<file path="src/rtl/cmd_cfg_mc_if.sv">
// cmd_cfg_mc_if: command/response handshake between the UART/BLE link wrapper
// (master) and the command interpreter (slave).
interface cmd_cfg_mc_if #(
  parameter int DATA_W = 16
);
  logic [7:0]        cmd;
  logic [DATA_W-1:0] data;
  logic              cmd_rdy;
  logic              clr_cmd_rdy;
  logic [7:0]        resp;
  logic              send_resp;

  modport master (
    output cmd, data, cmd_rdy,
    input  clr_cmd_rdy, resp, send_resp
  );

  modport slave (
    input  cmd, data, cmd_rdy,
    output clr_cmd_rdy, resp, send_resp
  );
endinterface

</file>
<file path="src/rtl/cmd_cfg_mc.sv">
// cmd_cfg_mc: multi-channel command interpreter for the quad flight controller.
// Holds NUM_SP signed setpoints and a thrust register, sequences battery reads
// and the motor-ramp / inertial-calibration flow, answers every command with a
// response byte (0xA5 ack, 0xEE nack, or the battery reading).
// Optional: define CMD_WDOG_EN to build the link-loss watchdog.
//
// state | meaning
// IDLE  | waiting for cmd_rdy; decodes and applies register writes
// BATT  | ADC conversion in flight, waiting for cnv_cmplt
// ACK   | one-cycle 0xA5 response and command consume
// NACK  | one-cycle 0xEE response for an illegal opcode
// RAMP  | motors spinning up for 2^RAMP_W cycles
// CAL   | inertial calibration running, waiting for cal_done
module cmd_cfg_mc #(
  parameter int NUM_SP  = 3,
  parameter int SP_W    = 16,
  parameter int THRST_W = 9,
  parameter int DATA_W  = 16,
  parameter int RAMP_W  = 9,
  parameter int WDOG_W  = 12
) (
  input  logic                     clk,
  input  logic                     rst,
  cmd_cfg_mc_if.slave              link,
  input  logic [7:0]               batt,
  input  logic                     cnv_cmplt,
  input  logic                     cal_done,
  output logic [NUM_SP*SP_W-1:0]   sp,
  output logic [THRST_W-1:0]       thrst,
  output logic                     strt_cnv,
  output logic                     strt_cal,
  output logic                     inertial_cal,
  output logic                     motors_off,
  output logic                     wdog_trip
);

  localparam logic [7:0] OP_REQ_BATT  = 8'h01;
  localparam logic [7:0] OP_SET_THRST = 8'h05;
  localparam logic [7:0] OP_CALIBRATE = 8'h06;
  localparam logic [7:0] OP_EMER_LAND = 8'h07;
  localparam logic [7:0] OP_MTRS_OFF  = 8'h08;
  localparam logic [7:0] RESP_ACK     = 8'hA5;
  localparam logic [7:0] RESP_NACK    = 8'hEE;
  localparam logic [4:0] NUM_SP_L     = 5'(NUM_SP);

  typedef enum logic [2:0] {S_IDLE, S_BATT, S_ACK, S_NACK, S_RAMP, S_CAL} state_t;

  state_t              state_q, state_d;
  logic [DATA_W-1:0]   data_w;
  logic [RAMP_W-1:0]   ramp_cnt;
  logic                ramp_tc;
  logic                accept;
  logic                op_sp;
  logic                op_legal;
  logic                zero_evt;
  logic                wdog_fire;

  assign data_w   = link.data;
  // rst gates accept so the IDLE-cycle strobes stay quiet while reset is held
  assign accept   = (state_q == S_IDLE) && link.cmd_rdy && !rst;
  assign op_sp    = (link.cmd[7:4] == 4'h1) && ({1'b0, link.cmd[3:0]} < NUM_SP_L);
  assign op_legal = op_sp || (link.cmd == OP_REQ_BATT) || (link.cmd == OP_SET_THRST) ||
                    (link.cmd == OP_CALIBRATE) || (link.cmd == OP_EMER_LAND) ||
                    (link.cmd == OP_MTRS_OFF);
  assign ramp_tc  = (ramp_cnt == '0);
  assign zero_evt = (accept && link.cmd == OP_EMER_LAND) || wdog_fire;

  // state register
  always_ff @(posedge clk or posedge rst) begin
    if (rst) state_q <= S_IDLE;
    else     state_q <= state_d;
  end

  // next-state decode
  always_comb begin
    state_d = state_q;
    case (state_q)
      S_IDLE: begin
        if (accept) begin
          if (!op_legal)                     state_d = S_NACK;
          else if (link.cmd == OP_REQ_BATT)  state_d = S_BATT;
          else if (link.cmd == OP_CALIBRATE) state_d = S_RAMP;
          else                               state_d = S_ACK;
        end
      end
      S_BATT:        if (cnv_cmplt) state_d = S_IDLE;
      S_ACK, S_NACK: state_d = S_IDLE;
      S_RAMP:        if (ramp_tc) state_d = S_CAL;
      S_CAL:         if (cal_done) state_d = S_ACK;
      default:       state_d = S_IDLE;
    endcase
  end

  // strobes and response byte
  always_comb begin
    link.resp        = RESP_ACK;
    link.send_resp   = 1'b0;
    link.clr_cmd_rdy = 1'b0;
    strt_cnv         = 1'b0;
    strt_cal         = 1'b0;
    inertial_cal     = 1'b0;
    case (state_q)
      S_IDLE: begin
        strt_cnv         = accept && (link.cmd == OP_REQ_BATT);
        // calibration consumes the command up front; the final ACK consumes again
        link.clr_cmd_rdy = accept && (link.cmd == OP_CALIBRATE);
      end
      S_BATT: begin
        if (cnv_cmplt) begin
          link.resp        = batt;
          link.send_resp   = 1'b1;
          link.clr_cmd_rdy = 1'b1;
        end
      end
      S_ACK: begin
        link.send_resp   = 1'b1;
        link.clr_cmd_rdy = 1'b1;
      end
      S_NACK: begin
        link.resp        = RESP_NACK;
        link.send_resp   = 1'b1;
        link.clr_cmd_rdy = 1'b1;
      end
      S_RAMP:  strt_cal     = ramp_tc;
      S_CAL:   inertial_cal = 1'b1;
      default: ;
    endcase
  end

  // ramp timer: reloads outside RAMP, terminal count after 2^RAMP_W RAMP cycles
  always_ff @(posedge clk or posedge rst) begin
    if (rst)                    ramp_cnt <= '1;
    else if (state_q != S_RAMP) ramp_cnt <= '1;
    else                        ramp_cnt <= ramp_cnt - RAMP_W'(1);
  end

  // setpoint and thrust registers; zeroing beats a same-cycle write
  always_ff @(posedge clk or posedge rst) begin
    if (rst) begin
      sp    <= '0;
      thrst <= '0;
    end else if (zero_evt) begin
      sp    <= '0;
      thrst <= '0;
    end else if (accept) begin
      for (int k = 0; k < NUM_SP; k++) begin
        if (op_sp && link.cmd[3:0] == 4'(k)) sp[k*SP_W +: SP_W] <= data_w[SP_W-1:0];
      end
      if (link.cmd == OP_SET_THRST) thrst <= data_w[THRST_W-1:0];
    end
  end

  // motor enable: MTRS_OFF disables, CALIBRATE enables
  always_ff @(posedge clk or posedge rst) begin
    if (rst)                                       motors_off <= 1'b1;
    else if (accept && link.cmd == OP_MTRS_OFF)    motors_off <= 1'b1;
    else if (accept && link.cmd == OP_CALIBRATE)   motors_off <= 1'b0;
  end

`ifdef CMD_WDOG_EN
  logic [WDOG_W-1:0] wdog_cnt;
  logic              wdog_cnt_en;

  assign wdog_cnt_en = !motors_off && (state_q == S_IDLE) && !link.cmd_rdy;
  // trips on the (2^WDOG_W - 1)th consecutive silent idle cycle with motors on
  assign wdog_fire   = wdog_cnt_en && (wdog_cnt == WDOG_W'(1));

  // link-loss down-counter
  always_ff @(posedge clk or posedge rst) begin
    if (rst)                                 wdog_cnt <= '1;
    else if (wdog_fire || accept || motors_off) wdog_cnt <= '1;
    else if (wdog_cnt_en)                    wdog_cnt <= wdog_cnt - WDOG_W'(1);
  end

  // sticky trip flag, cleared by the next legal command
  always_ff @(posedge clk or posedge rst) begin
    if (rst)                        wdog_trip <= 1'b0;
    else if (wdog_fire)             wdog_trip <= 1'b1;
    else if (accept && op_legal)    wdog_trip <= 1'b0;
  end
`else
  assign wdog_fire = 1'b0;
  // no watchdog: flag tied low (WDOG_W is always at least 1)
  assign wdog_trip = (WDOG_W < 1);
`endif

endmodule

</file>
<file path="src/flat_wrapper.sv">
// flat-port wrapper written by rule: the top's interface ports become plain ports
module cmd_cfg_mc_flat 
#(
  parameter int NUM_SP  = 3,
  parameter int SP_W    = 16,
  parameter int THRST_W = 9,
  parameter int DATA_W  = 16,
  parameter int RAMP_W  = 9,
  parameter int WDOG_W  = 12
)
  (clk, rst, batt, cnv_cmplt, cal_done, sp, thrst, strt_cnv, strt_cal, inertial_cal, motors_off, wdog_trip, link_cmd, link_data, link_cmd_rdy, link_clr_cmd_rdy, link_resp, link_send_resp);
  cmd_cfg_mc_if #(.DATA_W(DATA_W)) link_i ();
  input  logic clk;
  input  logic rst;
  input  logic [7:0] batt;
  input  logic cnv_cmplt;
  input  logic cal_done;
  output logic [NUM_SP*SP_W-1:0] sp;
  output logic [THRST_W-1:0] thrst;
  output logic strt_cnv;
  output logic strt_cal;
  output logic inertial_cal;
  output logic motors_off;
  output logic wdog_trip;
  input wire logic [$bits(link_i.cmd)-1:0] link_cmd;
  input wire logic [$bits(link_i.data)-1:0] link_data;
  input wire logic [$bits(link_i.cmd_rdy)-1:0] link_cmd_rdy;
  output wire logic [$bits(link_i.clr_cmd_rdy)-1:0] link_clr_cmd_rdy;
  output wire logic [$bits(link_i.resp)-1:0] link_resp;
  output wire logic [$bits(link_i.send_resp)-1:0] link_send_resp;
  assign link_i.cmd = link_cmd;
  assign link_i.data = link_data;
  assign link_i.cmd_rdy = link_cmd_rdy;
  assign link_clr_cmd_rdy = link_i.clr_cmd_rdy;
  assign link_resp = link_i.resp;
  assign link_send_resp = link_i.send_resp;
  cmd_cfg_mc #(.NUM_SP(NUM_SP), .SP_W(SP_W), .THRST_W(THRST_W), .DATA_W(DATA_W), .RAMP_W(RAMP_W), .WDOG_W(WDOG_W)) u_core (.clk(clk), .rst(rst), .link(link_i), .batt(batt), .cnv_cmplt(cnv_cmplt), .cal_done(cal_done), .sp(sp), .thrst(thrst), .strt_cnv(strt_cnv), .strt_cal(strt_cal), .inertial_cal(inertial_cal), .motors_off(motors_off), .wdog_trip(wdog_trip));
endmodule
</file>
<file path="config.mk">
export PLATFORM = sky130hd
export DESIGN_NAME = cmd_cfg_mc_flat
export DESIGN_NICKNAME = d
export VERILOG_FILES = /design/src/rtl/cmd_cfg_mc_if.sv /design/src/rtl/cmd_cfg_mc.sv /design/src/flat_wrapper.sv
export SDC_FILE = /design/constraint.sdc
export NUM_CORES = 1
export LEC_CHECK = 0
export ABC_AREA = 1
export CAP_MARGIN = 20
export CORE_MARGIN = 8
export CORE_UTILIZATION = 41
export DETAILED_ROUTE_END_ITERATION = 7
export GPL_ROUTABILITY_DRIVEN = 0
export PLACE_DENSITY_LB_ADDON = 0.2
export SLEW_MARGIN = 20
export SYNTH_ARGS = -nofsm -noshare
export SYNTH_HDL_FRONTEND = slang
export SYNTH_SLANG_ARGS = --single-unit
</file>
<file path="constraint.sdc">
create_clock -name clk -period 2.3 [get_ports clk]
set_input_delay 0.46 -clock clk [delete_from_list [all_inputs] [get_ports clk]]
set_output_delay 0.46 -clock clk [all_outputs]
set_load 0.05 [all_outputs]
</file>
==> results of run 1 <==
-- timing repair --
item	CTS	global route
setup endpoints to repair	0	2
hold buffers	0	0
resized for setup	0	2
-- synth_stat cells --
library cell and instances:
inv_1 28, dfrtp_1 60, nand4_1 53, nor3b_1 1
o21ai_0 18, o21bai_1 1, o21ai_2 3, o21ai_1 1
clkbuf_1 9, o31ai_1 1, nor2_2 2, nor2_1 29
nand2_1 154, inv_2 3, conb_1 1, dfstp_2 10
nor3_4 2, a21oi_1 2, nand3_2 2, buf_2 10
nand3_1 11, buf_4 1, ha_1 1
-- how the worst min path moves through the flow --
stage / from / end / slack, ps / cells past startpoint
after floorplan: u_core.ramp_cnt[0]$_DFF_PP1_ / u_core.ramp_cnt[0]$_DFF_PP1_ / 440 / 1
after global placement: u_core.ramp_cnt[0]$_DFF_PP1_ / u_core.ramp_cnt[0]$_DFF_PP1_ / 440 / 1
after detailed placement: u_core.ramp_cnt[0]$_DFF_PP1_ / u_core.ramp_cnt[0]$_DFF_PP1_ / 450 / 1
after CTS: u_core.ramp_cnt[0]$_DFF_PP1_ / u_core.ramp_cnt[0]$_DFF_PP1_ / 460 / 1
after global routing: u_core.ramp_cnt[0]$_DFF_PP1_ / u_core.ramp_cnt[0]$_DFF_PP1_ / 480 / 1
final: u_core.ramp_cnt[0]$_DFF_PP1_ / u_core.ramp_cnt[0]$_DFF_PP1_ / 460 / 1
-- cell families (layout without fill, tap and decap cells) --
| kind of cell | after synthesis | count (layout) | synth area share [%] |
|---|---|---|---|
| other | 1 | 1 | 0.114 |
| and+or+nand+nor | 254 | 254 | 34.9 |
| DFF | 70 | 70 | 53.8 |
| buffers and inverters | 51 | 169 | 6.33 |
| AOI/OAI and AO/OA | 26 | 26 | 4.46 |
| adders and majority gates | 1 | 1 | 0.381 |
-- worst max-delay path, cell delays in order --
cell             delay (ps)
clkdlybuf4s50_1         440
nor2_1                  250
nand4_1                 210
nor2_2                  200
buf_12                  150
-- layer usage --
metal	routed length (um)	track usage, %
met1	4020	21.3
met2	4550	27.8
met3	828	7.25
met4	157	6.01
met5	0	0
-- power by group --
part	switching [uW]	total, uW	internal (uW)
logic	593	959	366
clock network	447	1010	559
registers	19.1	1280	1270
-- flip-flops by register name (all words and copies together), names as in the netlist --
signal,flops
u_core.state_q,3
u_core.motors_off,1
u_core.thrst,9
u_core.sp,48
u_core.ramp_cnt,9
-- layout make-up --
type                    instances  area [um^2]
fillers                       672         2890
flip-flops and latches         70         1760
multi-input cells             282         1320
repair buffers                122         1300
clock buffers                  13          159
well taps                     102          128
inverters                      31          116
clock inverters                 3         42.5
-- per-stage QoR --
| step | util, % | power (uW) | hold slack, ps | setup WS [ps] | instance area [um^2] |
|---|---|---|---|---|---|
| 6_report | 62.5 | 3250 | 463 | 115 | 4830 |
| 5_1_grt | 62.5 | 3400 | 476 | 0.0765 | 4830 |
| 4_1_cts | 62.5 | 3270 | 464 | 89.1 | 4830 |
| 3_5_place_dp | 59.9 | 2270 | 446 | 71.5 | 4630 |
| 3_3_place_gp | 59.9 | 2260 | 445 | 107 | 4630 |
| 2_1_floorplan | - | 1850 | 437 | 88.3 | 3290 |
==> flow_metrics.tcl, run 1 <==
set metrics [dict create \
    yosys-top-cells-area "dfrtp_1 (46%), nand2_1 (18%), nand4_1 (10%), dfstp_2 (8.0%), nor2_1 (3.3%)" \
    crit_path_end "strt_cnv" \
    p_leak_uw 0.00241 \
    critPathLaunch "link_cmd[2]" \
    synth_warnings 0 \
    vdd_drop_max_uv 660 \
    synth_fp_nets 441 \
    worstReg2RegStart "u_core.state_q[2]$_DFFE_PP0P_" \
    grt_max_degree 55 \
    area_growth_pct 47.3 \
    slew_viol_final 0 \
    synthDistinctLibCells 23 \
    antenna_found_initial 0 \
    dieArea_um2 11100 \
    max_cap_violations 0 \
    max_freq_mhz 458 \
    synth_area_per_cell_um2 8.14 \
    vias_per_cell 5.11 \
    r2r_cells 8 \
    ys_ff_latch 70 \
    fin_tns_setup_ps 0 \
    drt_iter0_markers 192 \
    wire_per_inst_um 15.3 \
    clockRootBuffer "clkbuf_8" \
    wl_um 9550 \
    finalCriticalPeriod_ps 2180 \
    rows 32 \
    grt.overflow.total 0 \
    layout-drive-gt1-share_pct 13.4 \
    cts_sinks 70 \
    period_share_pct 95.0 \
    num_io_pins 109 \
    required_ps 1840 \
    layout.cells.non_filler 623 \
    grt_pass1_vias 3175 \
    die_h_um 105 \
    dp.cells 607 \
    hold_class "reg2reg" \
    ant_nets 0 \
    hold_viol_final 0 \
    critical_path_class "in2out" \
    cts_tree "done" \
    nNetsFinal 554 \
    grt_pass1_wl_um 16000 \
    cts_buffer_depth 2 \
    p_per_area_nw_per_um2 672 \
    hpwl_um 7030 \
    grt_usage_pct 17.6 \
    setup_viol 0 \
    start_util_pct 42.5 \
    cts.clk_slew.worst_paths_ps 70 \
    cts_setup_buffers 0 \
    crit_path_start_kind "input port" \
    drt_first_pass_iters 4 \
    status "complete, no violations" \
    slew_headroom_pct 50.0 \
    cts-buffers-inserted 9 \
    crit_path_max_fanout 5 \
    drcViolationCount 0 \
    yosysTopAreaCellShare_pct 45.8 \
    seq_area_frac_synth_pct 53.8 \
    rrSetupSlack_ps 460 \
    die_x_um 105 \
    final_common_cell "nand2_1" \
    critPathArrivalTime_ps 1720 \
    layout_common_cells "nand2_1 (153), clkdlybuf4s50_1 (94), dfrtp_1 (60)" \
    insertion_delay_ps 340 \
    synth_area_leader_cell "dfrtp_1" \
    via_count 3184 \
    skew_ps 6.97 \
    io_buffers 107 \
    antennaDiodeCount 0 \
    endpoint_kind "output port" \
    coreArea_um2 7730 \
    htree_num_levels 3 \
    synthCells 403 \
    reg2reg_to "u_core.thrst[2]$_DFFE_PP0P_" \
    tightestPinTransition_ps 750 \
    rsz0062_at_grt "no" \
    syn-cell-area_um2 3280 \
]
Note: power is estimated with default switching activity, not from simulation.
==> inputs of run 2 (changes only) <==
--- a/config.mk
+++ b/config.mk
@@ -7,8 +7,10 @@
 export LEC_CHECK = 0
 export ABC_AREA = 1
 export CAP_MARGIN = 20
+export CELL_PAD_IN_SITES_DETAIL_PLACEMENT = 0
+export CELL_PAD_IN_SITES_GLOBAL_PLACEMENT = 1
 export CORE_MARGIN = 8
-export CORE_UTILIZATION = 41
+export CORE_UTILIZATION = 30
 export DETAILED_ROUTE_END_ITERATION = 7
 export GPL_ROUTABILITY_DRIVEN = 0
 export PLACE_DENSITY_LB_ADDON = 0.2
==> flow_metrics.tcl, run 2 (synthesis results as in run 1) <==
set metrics [dict create \
    worstReg2RegStart "u_core.state_q[2]$_DFFE_PP0P_" \
    tightestPinTransition_ps 731 \
    setup_viol 0 \
    rows 38 \
    final_cell_area_um2 4910 \
    required_ps 1840 \
    period_share_pct 94.5 \
    crit_path_max_fanout 4 \
    top_register "u_core.sp" \
    largest_reg_flops 48 \
    start_util_pct 30.5 \
    max_cap_violations 0 \
    wire_per_inst_um 15.2 \
    vdd_drop_max_uv 555 \
    r2r_cells 7 \
    cts_sinks 70 \
    drt_first_pass_iters 4 \
    endpoint_kind "output port" \
    num_io_pins 109 \
    htree_num_levels 3 \
    cts-buffers-inserted 9 \
    slew_viol_final 0 \
    grt_pass1_wl_um 16500 \
    io_buffers 107 \
    ant_nets 0 \
    slew_headroom_pct 51.3 \
    rsz0062_at_grt "no" \
    clockRootBuffer "clkbuf_8" \
    crit_chain "clkdlybuf4s50_1 -> inv_1 -> nor2_1 -> nand4_1 -> nor2_2 -> buf_12" \
    critPathArrivalTime_ps 1710 \
    dieArea_um2 14500 \
    critPathLaunch "link_cmd[0]" \
    drt_iter0_markers 171 \
    critical_path_class "in2out" \
    worst-path-stages 6 \
    wl_um 10100 \
    status "complete, no violations" \
    slowest_delay_ps 510 \
    grt.overflow.total 0 \
    cts_buffer_depth 2 \
    via_count 3122 \
    vias_per_cell 4.72 \
    cts_hold_repair.buffers 0 \
    crit_path_start_kind "input port" \
    hp-start "u_core.ramp_cnt[0]$_DFF_PP1_" \
    p_per_area_nw_per_um2 707 \
    area_growth_pct 49.6 \
    max_freq_mhz 460 \
    hold_class "reg2reg" \
    final_common_cell "nand2_1" \
    holdPathStages 1 \
    grt_pass1_vias 3123 \
    die_x_um 121 \
    drcViolationCount 0 \
    reg_top3 "u_core.sp x48, u_core.ramp_cnt x9, u_core.thrst x9" \
    insertion_delay_ps 350 \
    finalCriticalPeriod_ps 2170 \
    cts_tree "done" \
    layout_common_cells "nand2_1 (152), clkdlybuf4s50_1 (94), dfrtp_1 (60)" \
    skew_ps 15.7 \
    critPathBufInv 3 \
    layout-drive-gt1-share_pct 14.0 \
    path_delay_family "buffers and inverters" \
    p_leak_uw 0.00242 \
    antennaDiodeCount 0 \
    cts.clk_slew.worst_paths_ps 70 \
    fin_tns_setup_ps 0 \
    grt_max_degree 60 \
    coreArea_um2 10700 \
    hpwl_um 7350 \
    slowest_stage "clkdlybuf4s50_1" \
    place_area_um2 4630 \
    antenna_found_initial 0 \
    hold_viol_final 0 \
    die_h_um 121 \
    nNetsFinal 554 \
    grt_usage_pct 14.2 \
]
-- run 2: changes by cell type in the layout (fill, tap and decap cells not counted), sizes merged --
cell	previous run	this run
clkbuf	13	11
bufinv	1	3
-- run 2: per-layer routing --
layer	track usage [%]	share of wire (%)	up-vias
met3	3.87	6.1	4
li1	-	-	1550
met5	0	0	-
met1	18.2	46	1480
met4	5.62	0.82	0
met2	22.1	47	88
-- run 2: metrics by stage --
| step | std cells | hold WS, ps | worst slack, ps | util, % | total power, uW |
|---|---|---|---|---|---|
| after floorplan | 403 | 437 | 88.3 | - | 1850 |
| after global placement | 643 | 446 | 55.1 | 43.1 | 2270 |
| after detailed placement | 643 | 454 | 64.1 | 43.1 | 2270 |
| after CTS | 659 | 473 | 53.3 | 45.4 | 3510 |
| after global routing | 661 | 476 | 9.11 | 45.7 | 3620 |
| final | 661 | 468 | 126 | 45.7 | 3470 |
-- run 2: worst paths after layout --
path | to | slack [ps]
setup / recovery | strt_cnv | 130
hold / removal | u_core.ramp_cnt[0]$_DFF_PP1_ | 470
setup reg to reg | u_core.sp[3]$_DFFE_PP0P_ | 440
hold reg to reg | u_core.ramp_cnt[0]$_DFF_PP1_ | 470
max in group asynchronous | u_core.motors_off$_DFFE_PP1P_ | 1180
min in group asynchronous | u_core.thrst[7]$_DFFE_PP0P_ | 480
-- run 2: timing repair --
action,4_1_cts,5_1_grt
buffers inserted,0,2
setup endpoints to repair,0,3
resized for setup,0,4
-- run 2: cell type report --
| cell class | count | area [um^2] |
|---|---|---|
| clock buffer | 11 | 141 |
| clock inverter | 5 | 106 |
| fill | 1108 | 5840 |
| inverter | 31 | 116 |
| multi-input combinational | 282 | 1330 |
| sequential | 70 | 1760 |
| tap | 140 | 175 |
| timing repair buffer | 122 | 1280 |
-- run 2: power by group --
part	total, uW	internal (uW)	switching, uW
Sequential	1280	1270	19.2
Combinational	957	359	598
Clock	1230	753	475
Total	3470	2380	1090
